## src/rtl/seq_shift_mul_pkg.sv

```systemverilog
// Shared definitions for the multi-cycle execute units: FSM state encoding
// and the counter-width helper. Unused encoding 2'd3 is treated as IDLE by
// every FSM that imports this package.
package seq_shift_mul_pkg;

    typedef enum logic [1:0] {
        S_IDLE = 2'd0,
        S_RUN  = 2'd1,
        S_DONE = 2'd2
    } state_t;

    // Iteration counter width; never below one bit.
    function automatic int cnt_width(input int n);
        return (n <= 2) ? 1 : $clog2(n);
    endfunction

endpackage

```

## src/rtl/seq_shift_mul_shift_reg_lr.sv

```systemverilog
// shift_reg_lr: W-bit register with parallel load and 1-bit logical shift.
// Latency: one cycle from load/shift to q. DIR 0 shifts left, DIR 1 right.
// No backpressure; load has priority over shift; synchronous active-high reset.
module shift_reg_lr #(
    parameter int W   = 8,
    parameter int DIR = 0
) (
    input  logic         clk,
    input  logic         rst,
    input  logic         load,
    input  logic         shift,
    input  logic [W-1:0] d,
    output logic [W-1:0] q
);

    logic [W-1:0] q_q;

    // Register with load-over-shift priority; zero fill on the vacated bit.
    always_ff @(posedge clk) begin
        if (rst) begin
            q_q <= '0;
        end else if (load) begin
            q_q <= d;
        end else if (shift) begin
            q_q <= (DIR == 0) ? (q_q << 1) : (q_q >> 1);
        end
    end

    assign q = q_q;

endmodule

```

## src/rtl/seq_shift_mul.sv

```systemverilog
// seq_shift_mul: shift-and-add multiplier, one adder, N iterations per product.
// Latency: start accepted at edge t -> done pulses in the cycle after edge t+N.
// No queueing: start is ignored while busy. Optional macro SEQ_MUL_SIGNED_EN.
module seq_shift_mul
    import seq_shift_mul_pkg::*;
#(
    parameter int N = 8
) (
    input  logic           clk,
    input  logic           rst,
    input  logic           start,
    input  logic [N-1:0]   multiplicand,
    input  logic [N-1:0]   multiplier,
    output logic           busy,
    output logic           done,
    output logic [2*N-1:0] product
);

    localparam int            CW       = cnt_width(N);
    localparam logic [CW-1:0] CNT_LAST = CW'(N - 1);

    state_t          state_q, state_d;
    logic [CW-1:0]   cnt_q, cnt_d;
    logic [2*N-1:0]  acc_q, acc_d;
    logic [2*N-1:0]  product_q, product_d;

    logic            accept;
    logic            shift_en;
    logic [N-1:0]    a_mag, b_mag;
    logic [2*N-1:0]  mcand_q;
    logic [N-1:0]    mplier_q;
    logic [2*N-1:0]  acc_sum;
    logic [2*N-1:0]  result;

`ifdef SEQ_MUL_SIGNED_EN
    logic neg_q, neg_d;

    // Two's complement operands are reduced to magnitudes; -2^(N-1) maps to
    // 2^(N-1), which still fits as N-bit unsigned.
    always_comb begin
        a_mag = multiplicand[N-1] ? -multiplicand : multiplicand;
        b_mag = multiplier[N-1]   ? -multiplier   : multiplier;
    end
`else
    assign a_mag = multiplicand;
    assign b_mag = multiplier;
`endif

    shift_reg_lr #(.W(2*N), .DIR(0)) u_mcand_sr (
        .clk   (clk),
        .rst   (rst),
        .load  (accept),
        .shift (shift_en),
        .d     ({{N{1'b0}}, a_mag}),
        .q     (mcand_q)
    );

    shift_reg_lr #(.W(N), .DIR(1)) u_mplier_sr (
        .clk   (clk),
        .rst   (rst),
        .load  (accept),
        .shift (shift_en),
        .d     (b_mag),
        .q     (mplier_q)
    );

    // FSM state register.
    always_ff @(posedge clk) begin
        if (rst) state_q <= S_IDLE;
        else     state_q <= state_d;
    end

    // FSM next state: fixed N-cycle RUN, single DONE cycle, stray code -> IDLE.
    always_comb begin
        state_d = S_IDLE;
        case (state_q)
            S_IDLE: state_d = start ? S_RUN : S_IDLE;
            S_RUN:  state_d = (cnt_q == CNT_LAST) ? S_DONE : S_RUN;
            S_DONE: state_d = S_IDLE;
            default: state_d = S_IDLE;
        endcase
    end

    // FSM outputs: handshake flags and datapath enables.
    always_comb begin
        accept   = (state_q == S_IDLE) && start;
        shift_en = (state_q == S_RUN);
        busy     = (state_q == S_RUN) || (state_q == S_DONE);
        done     = (state_q == S_DONE);
    end

    // Partial-product add; top N bits of the sum never carry out.
    always_comb begin
        acc_sum = acc_q + (mplier_q[0] ? mcand_q : '0);
`ifdef SEQ_MUL_SIGNED_EN
        result  = neg_q ? -acc_sum : acc_sum;
`else
        result  = acc_sum;
`endif
    end

    // Datapath next state: clear on accept, iterate in RUN, commit on last.
    always_comb begin
        cnt_d     = cnt_q;
        acc_d     = acc_q;
        product_d = product_q;
`ifdef SEQ_MUL_SIGNED_EN
        neg_d     = neg_q;
`endif
        if (accept) begin
            cnt_d = '0;
            acc_d = '0;
`ifdef SEQ_MUL_SIGNED_EN
            neg_d = multiplicand[N-1] ^ multiplier[N-1];
`endif
        end else if (shift_en) begin
            cnt_d = cnt_q + 1'b1;
            acc_d = acc_sum;
            if (cnt_q == CNT_LAST) begin
                product_d = result;
            end
        end
    end

    // Datapath registers.
    always_ff @(posedge clk) begin
        if (rst) begin
            cnt_q     <= '0;
            acc_q     <= '0;
            product_q <= '0;
`ifdef SEQ_MUL_SIGNED_EN
            neg_q     <= 1'b0;
`endif
        end else begin
            cnt_q     <= cnt_d;
            acc_q     <= acc_d;
            product_q <= product_d;
`ifdef SEQ_MUL_SIGNED_EN
            neg_q     <= neg_d;
`endif
        end
    end

    assign product = product_q;

endmodule

```

## config.mk

```make
export PLATFORM = sky130hd
export DESIGN_NAME = seq_shift_mul
export DESIGN_NICKNAME = d
export VERILOG_FILES = /design/src/rtl/seq_shift_mul_pkg.sv /design/src/rtl/seq_shift_mul_shift_reg_lr.sv /design/src/rtl/seq_shift_mul.sv
export SDC_FILE = /design/constraint.sdc
export NUM_CORES = 1
export LEC_CHECK = 0
export ABC_AREA = 1
export CAP_MARGIN = 0
export CORE_ASPECT_RATIO = 1.1
export CORE_MARGIN = 3
export CORE_UTILIZATION = 37
export CTS_CLUSTER_DIAMETER = 120
export DETAILED_ROUTE_END_ITERATION = 7
export PLACE_DENSITY = 0.66
export SETUP_SLACK_MARGIN = 0.3
export SLEW_MARGIN = 0
export SYNTH_ARGS = -nofsm -noshare
export SYNTH_HDL_FRONTEND = slang
export SYNTH_SLANG_ARGS = --single-unit
```

## constraint.sdc

```tcl
create_clock -name clk -period 2 [get_ports clk]
set_input_delay 0.4 -clock clk [delete_from_list [all_inputs] [get_ports clk]]
set_output_delay 0.4 -clock clk [all_outputs]
set_load 0.05 [all_outputs]
```

# After elaboration in Yosys (flattened, before gate mapping)
# Cells that the tools add are included.
# totals
out_inout_bits	18
regBits	61
# op_classes
n_eq_ne	3
n_mux	8
n_bitwise	1
n_addsub	2
reduce_logical	6
# ops
operator	n
$mux W8	4
$add A16 B16 Y16	1
$mux W16	1
$pmux W2 S2	1
$add A3 B1 Y3 const B	1
$eq A3 B3 Y1 const B	1
$reduce_and A3 Y1	1
$eq A2 B1 Y1 const B	1
$eq A2 B2 Y1 const B	1
$logic_not A2 Y1	1
$mux W2	1
$reduce_bool A2 Y1	1
$reduce_or A2 Y1	1
$logic_and A1 B1 Y1	1
$logic_or A1 B1 Y1	1
$mux W1	1
$not A1 Y1	1

# Depth between registers and ports, before layout
# Gate-level depths: netlist of run 1.
# depth
ltp_word	4
ltp_mapped	16
depth_no_buf	14

# Hierarchy
# From an unflattened synthesis of run 1, not the netlist that was laid out.
# unflattened
hier_cells	601
area_unflattened_um2	3747.3
# modules_own_cells
mod	area_each_um2	cells_each	n_inst
seq_shift_mul	2541.2	417	1
shift_reg_lr (u_mcand_sr)	799.5	121	1
shift_reg_lr (u_mplier_sr)	406.6	63	1

# Least setup slack after synthesis of run 1
# Ideal clock, no wire load.
# synth_path
kind	register -> register
startpoint	reg u_mplier_sr.q_q[0] (netlist: u_mplier_sr.q[0])
endpoint	reg product_q[8] (netlist: product[8])
setup_slack_ps	-37
period_less_slack_ps	2037
path_stages_with_launch	16
arrival_ps	1928
cell_sequence	dfxtp_1 -> buf_2 -> clkbuf_1 -> nand2_1 -> inv_1 -> ha_1 -> fa_1 -> nand2_1 -> nand2_1 -> and2_4 -> nand2_2 -> nand2_2 -> xnor2_2 -> nand2_1 -> nand2_1 -> inv_1
# synth_via
elab_chain_cells	2
# synth_lines
element	line	source
start, declared	seq_shift_mul_shift_reg_lr.sv:16	logic [W-1:0] q_q;
start signal, assigned	seq_shift_mul_shift_reg_lr.sv:25	q_q <= (DIR == 0) ? (q_q << 1) : (q_q >> 1);
$mux W16	seq_shift_mul.sv:94	acc_sum = acc_q + (mplier_q[0] ? mcand_q : '0);
$add A16 B16 Y16	seq_shift_mul.sv:94	
end signal, assigned	seq_shift_mul.sv:137	product_q <= product_d;
end, declared	seq_shift_mul.sv:25	logic [2*N-1:0] product_q, product_d;
# No other way between the ends.
# A chain may end at the register's enable or synchronous reset.

# Worst setup path in the final report of run 1
# layout_path
startpoint	reg u_mplier_sr.q_q[0] (netlist: u_mplier_sr.q[0])
endpoint	reg acc_q[4]
# layout_via
elab_chain_cells	2
# layout_lines
element	line	source
$mux W16	seq_shift_mul.sv:94	
$add A16 B16 Y16	seq_shift_mul.sv:94	
end signal, assigned	seq_shift_mul.sv:129	acc_q <= '0;
end signal, assigned	seq_shift_mul.sv:136	acc_q <= acc_d;
end, declared	seq_shift_mul.sv:24	logic [2*N-1:0] acc_q, acc_d;
# No other way between the ends.

==> results_dict.tcl, run 1 <==
set metrics [dict create \
    cp_top_family "adder cells" \
    min_from "u_mplier_sr.q[7]$_SDFFE_PP0P_" \
    nets 642 \
    p_total_w 0.00312 \
    period_share_pct 95.8 \
    dpl_worst_slack_ns 0.0476 \
    max_slew_margin_pct 67.1 \
    grt_pass1_wl_um 14900 \
    p_per_area_nw_per_um2 621 \
    dr.pass1.iters 4 \
    synth_warnings 0 \
    power_leakage_nw 2.47 \
    postSynthCellCount 537 \
    crit_chain "buf_6 > nand2_4 > inv_2 > ha_4 > fa_2 > nand2_2 > nand2_2 > and2_4 > buf_4 > xor2_4 > o21ai_1 > inv_1" \
    fillers 851 \
    crit_buf_inv 4 \
    seqCellArea_um2 1220 \
    syn_to_final_growth_pct 42.8 \
    yosysSeqAreaShare_pct 34.8 \
    multi_input_area_um2 2420 \
    fin_util_pct 55.4 \
    synth_area_um2 3510 \
    synth-edff-count 0 \
    fin_ws_ns 0.0833 \
    ios 37 \
    synthArstFlopShare_pct 0 \
    clk_path_buf_depth 2 \
    routabilityCongestion 0.852 \
    crit_slowest_cell "fa_2" \
    dieHeight_um 108 \
    routedWlPerCell_um 13.1 \
    cts_root_buf "clkbuf_8" \
    synth_fp_nets 577 \
    overflow 0 \
    cts_made_buffers 9 \
    htree_levels 3 \
    clock-sinks 61 \
    vdd_drop_max_uv 493 \
    worstSetupEndpointType "flip-flop" \
    io_buffer_count 36 \
    wirelength_um 9450 \
    viasPerCell 4.88 \
    grt_max_degree 55 \
    drt_iter0_markers 115 \
    synth_top_area_share_pct 34.8 \
    setup_viol 0 \
    final_hold_viol_count 0 \
    cp-startpoint "u_mplier_sr.q[0]$_SDFFE_PP0P_" \
    min_path_type "reg2reg" \
    rsz0062_at_grt "true" \
    die_width_um 98.9 \
    outcome "finished clean" \
    critPathMaxFanout 6 \
    row_count 36 \
    ys_top_cells_by_area "dfxtp_1 (35%), nand2_1 (16%), inv_1 (9.0%), ha_1 (7.1%), nor2_1 (6.8%)" \
    num_vias 3519 \
    grt_pass1_vias 3293 \
    track_usage_pct 17.2 \
    clk_pin_slew_ns 0.08 \
    insertion_delay_ns 0.34 \
    final_cell_area_um2 5010 \
    worst_path_most_repeated_cell "nand2_2" \
    num_antenna_cells 0 \
    floorplan.die_area_um2 10700 \
    finalSetupTns_ns 0 \
    core_area_um2 9050 \
    synthFlopType "dfxtp_1" \
    placed_area_um2 4150 \
    cts_tree "built" \
    drc_errors 0 \
    path_class "reg2reg" \
    hpwl_um 5950 \
    regToRegStartpoint "u_mplier_sr.q[0]$_SDFFE_PP0P_" \
    cts_hold_buf 0 \
    maxCapViolCount 0 \
    synthDistinctLibCells 30 \
    max_freq_mhz 522 \
    report.final.slew_viol_count 0 \
    ant_nets 0 \
    slowest_delay_ns 0.35 \
    start_util_pct 38.8 \
    required_ns 2.23 \
    synth_area_per_cell_um2 6.54 \
    layout_common_cells "nand2_1 (105), inv_1 (65), nor2_1 (62), dfxtp_1 (60), nand2_2 (46)" \
    drive_gt1_share_pct 31.3 \
    min_period_ns 1.92 \
    synth-seq-cells 61 \
    startpoint_type "flip-flop" \
    yosysTopAreaCell "dfxtp_1" \
    cp.arrival_ns 2.15 \
    skew_ns 0.0138 \
    worstMarginPinSlew_ns 0.495 \
    layout_commonest_cell "nand2_1" \
    antenna_found_initial 0 \
]
[routing by layer]
layer  up-vias  track usage, %  share of wire, %
met5         -               0                 0
met3        22            3.48               3.4
li1       1791               -                 -
met4         0            6.63               3.0
met2        67            30.6                52
met1      1639            20.2                42
[power breakdown]
part,total (W),internal [W],switching [W],leakage (nW)
registers,0.00130,0.00126,0.0000380,0.496
clock network,0.00136,0.000834,0.000528,0.120
logic,0.000456,0.000198,0.000259,1.86
total,0.00312,0.00229,0.000825,2.47
[cell usage after synthesis, types with 3 or more instances]
library cell	instances
a21oi_1	34
clkbuf_1	6
ha_1	20
nand3_1	39
a31oi_1	7
nor3_2	3
o211ai_1	3
inv_2	4
inv_1	84
buf_2	10
nand2_1	153
dfxtp_1	61
xor2_1	3
o21ai_0	15
nand2_2	11
nor2_1	64
[per-stage QoR]
stage	std cells	hold slack (ns)
floorplan	537	0.440
global placement	683	0.451
detailed placement	683	0.458
CTS	706	0.472
global route	721	0.481
finish	721	0.468
[cell families after synthesis]
group,count (synthesis),share of synthesized area [%]
fa+ha+maj,21,7.70
buf+inv,108,12.3
compound gates,62,9.62
flops,61,34.8
simple gates,279,33.9
xor+xnor,6,1.71
[tightest hold or removal path, stage by stage, from the launching register on]
cell	delay, ns
dfxtp_1	0.32
nand2_1	0.06
a21oi_1	0.05
[cell type report]
type | instances | area share (%)
multi-input cells | 368 | 48.2
repair buffers | 71 | 12.5
clock inverters | 7 | 2.47
clock buffers | 9 | 2.47
flip-flops and latches | 61 | 24.4
well taps | 114 | 2.84
repair inverters | 2 | 0.299
inverters | 89 | 6.79
[timing repair]
| action | CTS | global route |
|---|---|---|
| gates resized for setup | 62 | 85 |
| buffers inserted | 7 | 13 |
| pin swaps | 19 | 35 |
| gates cloned | 0 | 2 |
| setup endpoints to repair | 50 | 56 |
[final timing paths]
check | endpoint | slack (ns) | depth (start not counted)
worst max-delay path | acc_q[4]$_SDFFE_PP0P_ | 0.08 | 12
worst min-delay path | u_mplier_sr.q[7]$_SDFFE_PP0P_ | 0.47 | 2
worst max register to register | acc_q[4]$_SDFFE_PP0P_ | 0.08 | 12
worst min register to register | u_mplier_sr.q[7]$_SDFFE_PP0P_ | 0.47 | 2
[registers in the layout (all words and copies together) (netlist names)]
register / flops
cnt_q: 3
acc_q: 16
u_mcand_sr.q: 16
u_mplier_sr.q: 8
state_q: 2
product: 16
Power figures use the tool's default switching activity.
==> run 2, diff against run 1 <==
CORE_MARGIN = 5   (was 3)
==> run 2 against run 1 <==
Net effect:
- clock power shrank 11%
- hold slack worse by 0.0067 ns
- design area is 1.4% lower
- final cell count increased by 0.14%
- utilization down 2.2 points
- total power decreased by 5.1%
- die area is 7.9% higher
- combinational power down 2%
- global-route usage is 0.59 points lower
- sequential power is essentially flat
- via count shrank 1.2%
- non-clock buffer count rose by 1
- critical endpoint is now acc_q[8]$_SDFFE_PP0P_
- largest cell class unchanged
- largest power group is now sequential cells
==> results_dict.tcl, run 2 (synthesis results as in run 1) <==
set metrics [dict create \
    outcome "finished clean" \
    clockPowerShare_pct 41.0 \
    power_leakage_nw 2.44 \
    p_int_w 0.00218 \
    cts_tree "built" \
    antenna_found_initial 0 \
    min_period_ns 1.86 \
    wirelength_um 9170 \
    crit_buf_inv 3 \
    dp.cells 686 \
    pwr-share-comb_pct 15.1 \
    maxCapViolCount 0 \
    seqPwrFrac_pct 43.9 \
    critPathMaxFanout 6 \
    drc_errors 0 \
    min_path_type "reg2reg" \
    track_usage_pct 16.6 \
    cts_hold_buf 0 \
    required_ns 2.25 \
    path_class "reg2reg" \
    max_slew_margin_pct 66.8 \
    worstMarginPinSlew_ns 0.499 \
    cp.arrival_ns 2.11 \
    switching_share_pct 26.4 \
    drt_iter0_markers 114 \
    io_buffer_count 36 \
    nets 641 \
    max_freq_mhz 537 \
    core_area_um2 9310 \
    fin_util_pct 53.2 \
    dpl_worst_slack_ns 0.0602 \
    insertion_delay_ns 0.34 \
    start_util_pct 37.7 \
    hpwl_um 6250 \
    final_hold_viol_count 0 \
    clk_path_buf_depth 2 \
    row_count 37 \
    routedWlPerCell_um 12.7 \
    r2r_cells 14 \
    p_per_area_nw_per_um2 598 \
    dieHeight_um 112 \
    cp_top_family "simple AND/OR/NAND/NOR gates" \
    fin_ws_ns 0.137 \
    regToRegStartpoint "u_mplier_sr.q[0]$_SDFFE_PP0P_" \
    grt_pass1_vias 3588 \
    num_antenna_cells 0 \
    setup_viol 0 \
    viasPerCell 4.82 \
    htree_levels 3 \
    report.final.slew_viol_count 0 \
    finalSetupTns_ns 0 \
    grt_pass1_wl_um 15500 \
    clock-sinks 61 \
    worstSetupEndpointType "flip-flop" \
    r2r_slack_ns 0.14 \
    floorplan.die_area_um2 11500 \
    clk_pin_slew_ns 0.07 \
    layout_common_cells "nand2_1 (114), inv_1 (65), nor2_1 (63), dfxtp_1 (60), nand2_2 (37)" \
    cts_root_buf "clkbuf_8" \
    routabilityCongestion 0.874 \
    overflow 0 \
    fin_cells 722 \
    period_share_pct 93.1 \
    drive_gt1_share_pct 30.6 \
    slowest_delay_ns 0.34 \
    ios 37 \
    die_width_um 103 \
    r2r_end "acc_q[8]$_SDFFE_PP0P_" \
    crit_slowest_cell "fa_2" \
    cts_made_buffers 9 \
    syn_to_final_growth_pct 40.9 \
    num_vias 3478 \
    worst-path-stages 14 \
    skew_ns 0.0106 \
    ant_nets 0 \
    worst_path_most_repeated_cell "nand2_2" \
    grt_max_degree 34 \
    crit_chain "buf_6 > nand2_2 > inv_2 > ha_4 > fa_2 > nand2_2 > nand2_2 > and2_4 > nand2_2 > nand2_2 > xnor2_2 > nand2_1 > nand2_1 > inv_1" \
    rsz0062_at_grt "true" \
    p_total_w 0.00296 \
    layout_commonest_cell "nand2_1" \
    critPathCapture "acc_q[8]$_SDFFE_PP0P_" \
    power.net_switching_w 0.000782 \
    startpoint_type "flip-flop" \
    vdd_drop_max_uv 377 \
    dr.pass1.iters 4 \
    cp-startpoint "u_mplier_sr.q[0]$_SDFFE_PP0P_" \
]
-- run 2: cell count changes in the layout (fill, tap and decap cells not counted), sizes merged --
cell	delta
clkinvlp	-3
buf	+1
bufinv	-1
clkbuf	+1
-- run 2: how the worst min path moves through the flow --
stage | start | to | slack [ns] | cells past startpoint
after floorplan | u_mplier_sr.q[7]$_SDFFE_PP0P_ | u_mplier_sr.q[7]$_SDFFE_PP0P_ | 0.44 | 2
final | u_mcand_sr.q[15]$_SDFFE_PP0P_ | u_mcand_sr.q[15]$_SDFFE_PP0P_ | 0.46 | 2
after global placement | cnt_q[1]$_SDFFE_PP0P_ | cnt_q[1]$_SDFFE_PP0P_ | 0.45 | 2
after detailed placement | u_mcand_sr.q[15]$_SDFFE_PP0P_ | u_mcand_sr.q[15]$_SDFFE_PP0P_ | 0.46 | 2
after CTS | u_mcand_sr.q[15]$_SDFFE_PP0P_ | u_mcand_sr.q[15]$_SDFFE_PP0P_ | 0.47 | 2
after global routing | cnt_q[2]$_SDFFE_PP0P_ | cnt_q[2]$_SDFFE_PP0P_ | 0.49 | 2
-- run 2: what timing repair did --
item | 4_1_cts | 5_1_grt
hold endpoints to repair | 0 | 0
cloned | 0 | 0
pin swaps | 24 | 27
resized for setup | 81 | 56
setup buffers | 6 | 15
endpoints found under the setup margin | 40 | 30
-- run 2: worst min-delay path: cells and delay by family, from the launching register on --
family | cells | cell delay [ns]
AOI/OAI and AO/OA | 1 | 0.05
and+or+nand+nor | 1 | 0.06
DFF | 1 | 0.31
-- run 2: area by class of cell --
cell class | instances | area [um^2]
clock inverters | 5 | 75.1
flip-flops and latches | 61 | 1220
multi-input cells | 368 | 2400
inverters | 89 | 343
fillers | 852 | 4360
clock buffers | 10 | 138
well taps | 117 | 146
repair buffers | 72 | 624
-- run 2: power by group through the flow --
| stage | clock, W | combinational, W | sequential (W) |
|---|---|---|---|
| final | 0.00121 | 0.000447 | 0.00130 |
| after global routing | 0.00129 | 0.000493 | 0.00130 |
| after CTS | 0.00124 | 0.000405 | 0.00130 |
| after detailed placement | 0 | 0.000364 | 0.00132 |
| after global placement | 0 | 0.000357 | 0.00132 |
| after floorplan | 0 | 0.000256 | 0.00131 |
-- run 2: per-stage QoR --
| stage | hold WS, ns | cell area (um^2) |
|---|---|---|
| after global placement | 0.451 | 4140 |
| final | 0.462 | 4950 |
| after CTS | 0.466 | 4640 |
| after global routing | 0.494 | 4950 |
| after floorplan | 0.440 | 3640 |
| after detailed placement | 0.459 | 4140 |
-- run 2: routing by layer --
layer | global-route usage, % | up-vias | share of wire, %
met4 | 6.30 | 0 | 3.2
li1 | - | 1793 | -
met3 | 3.42 | 26 | 2.5
met1 | 18.4 | 1607 | 42
met2 | 30.3 | 52 | 52
met5 | 0 | - | 0
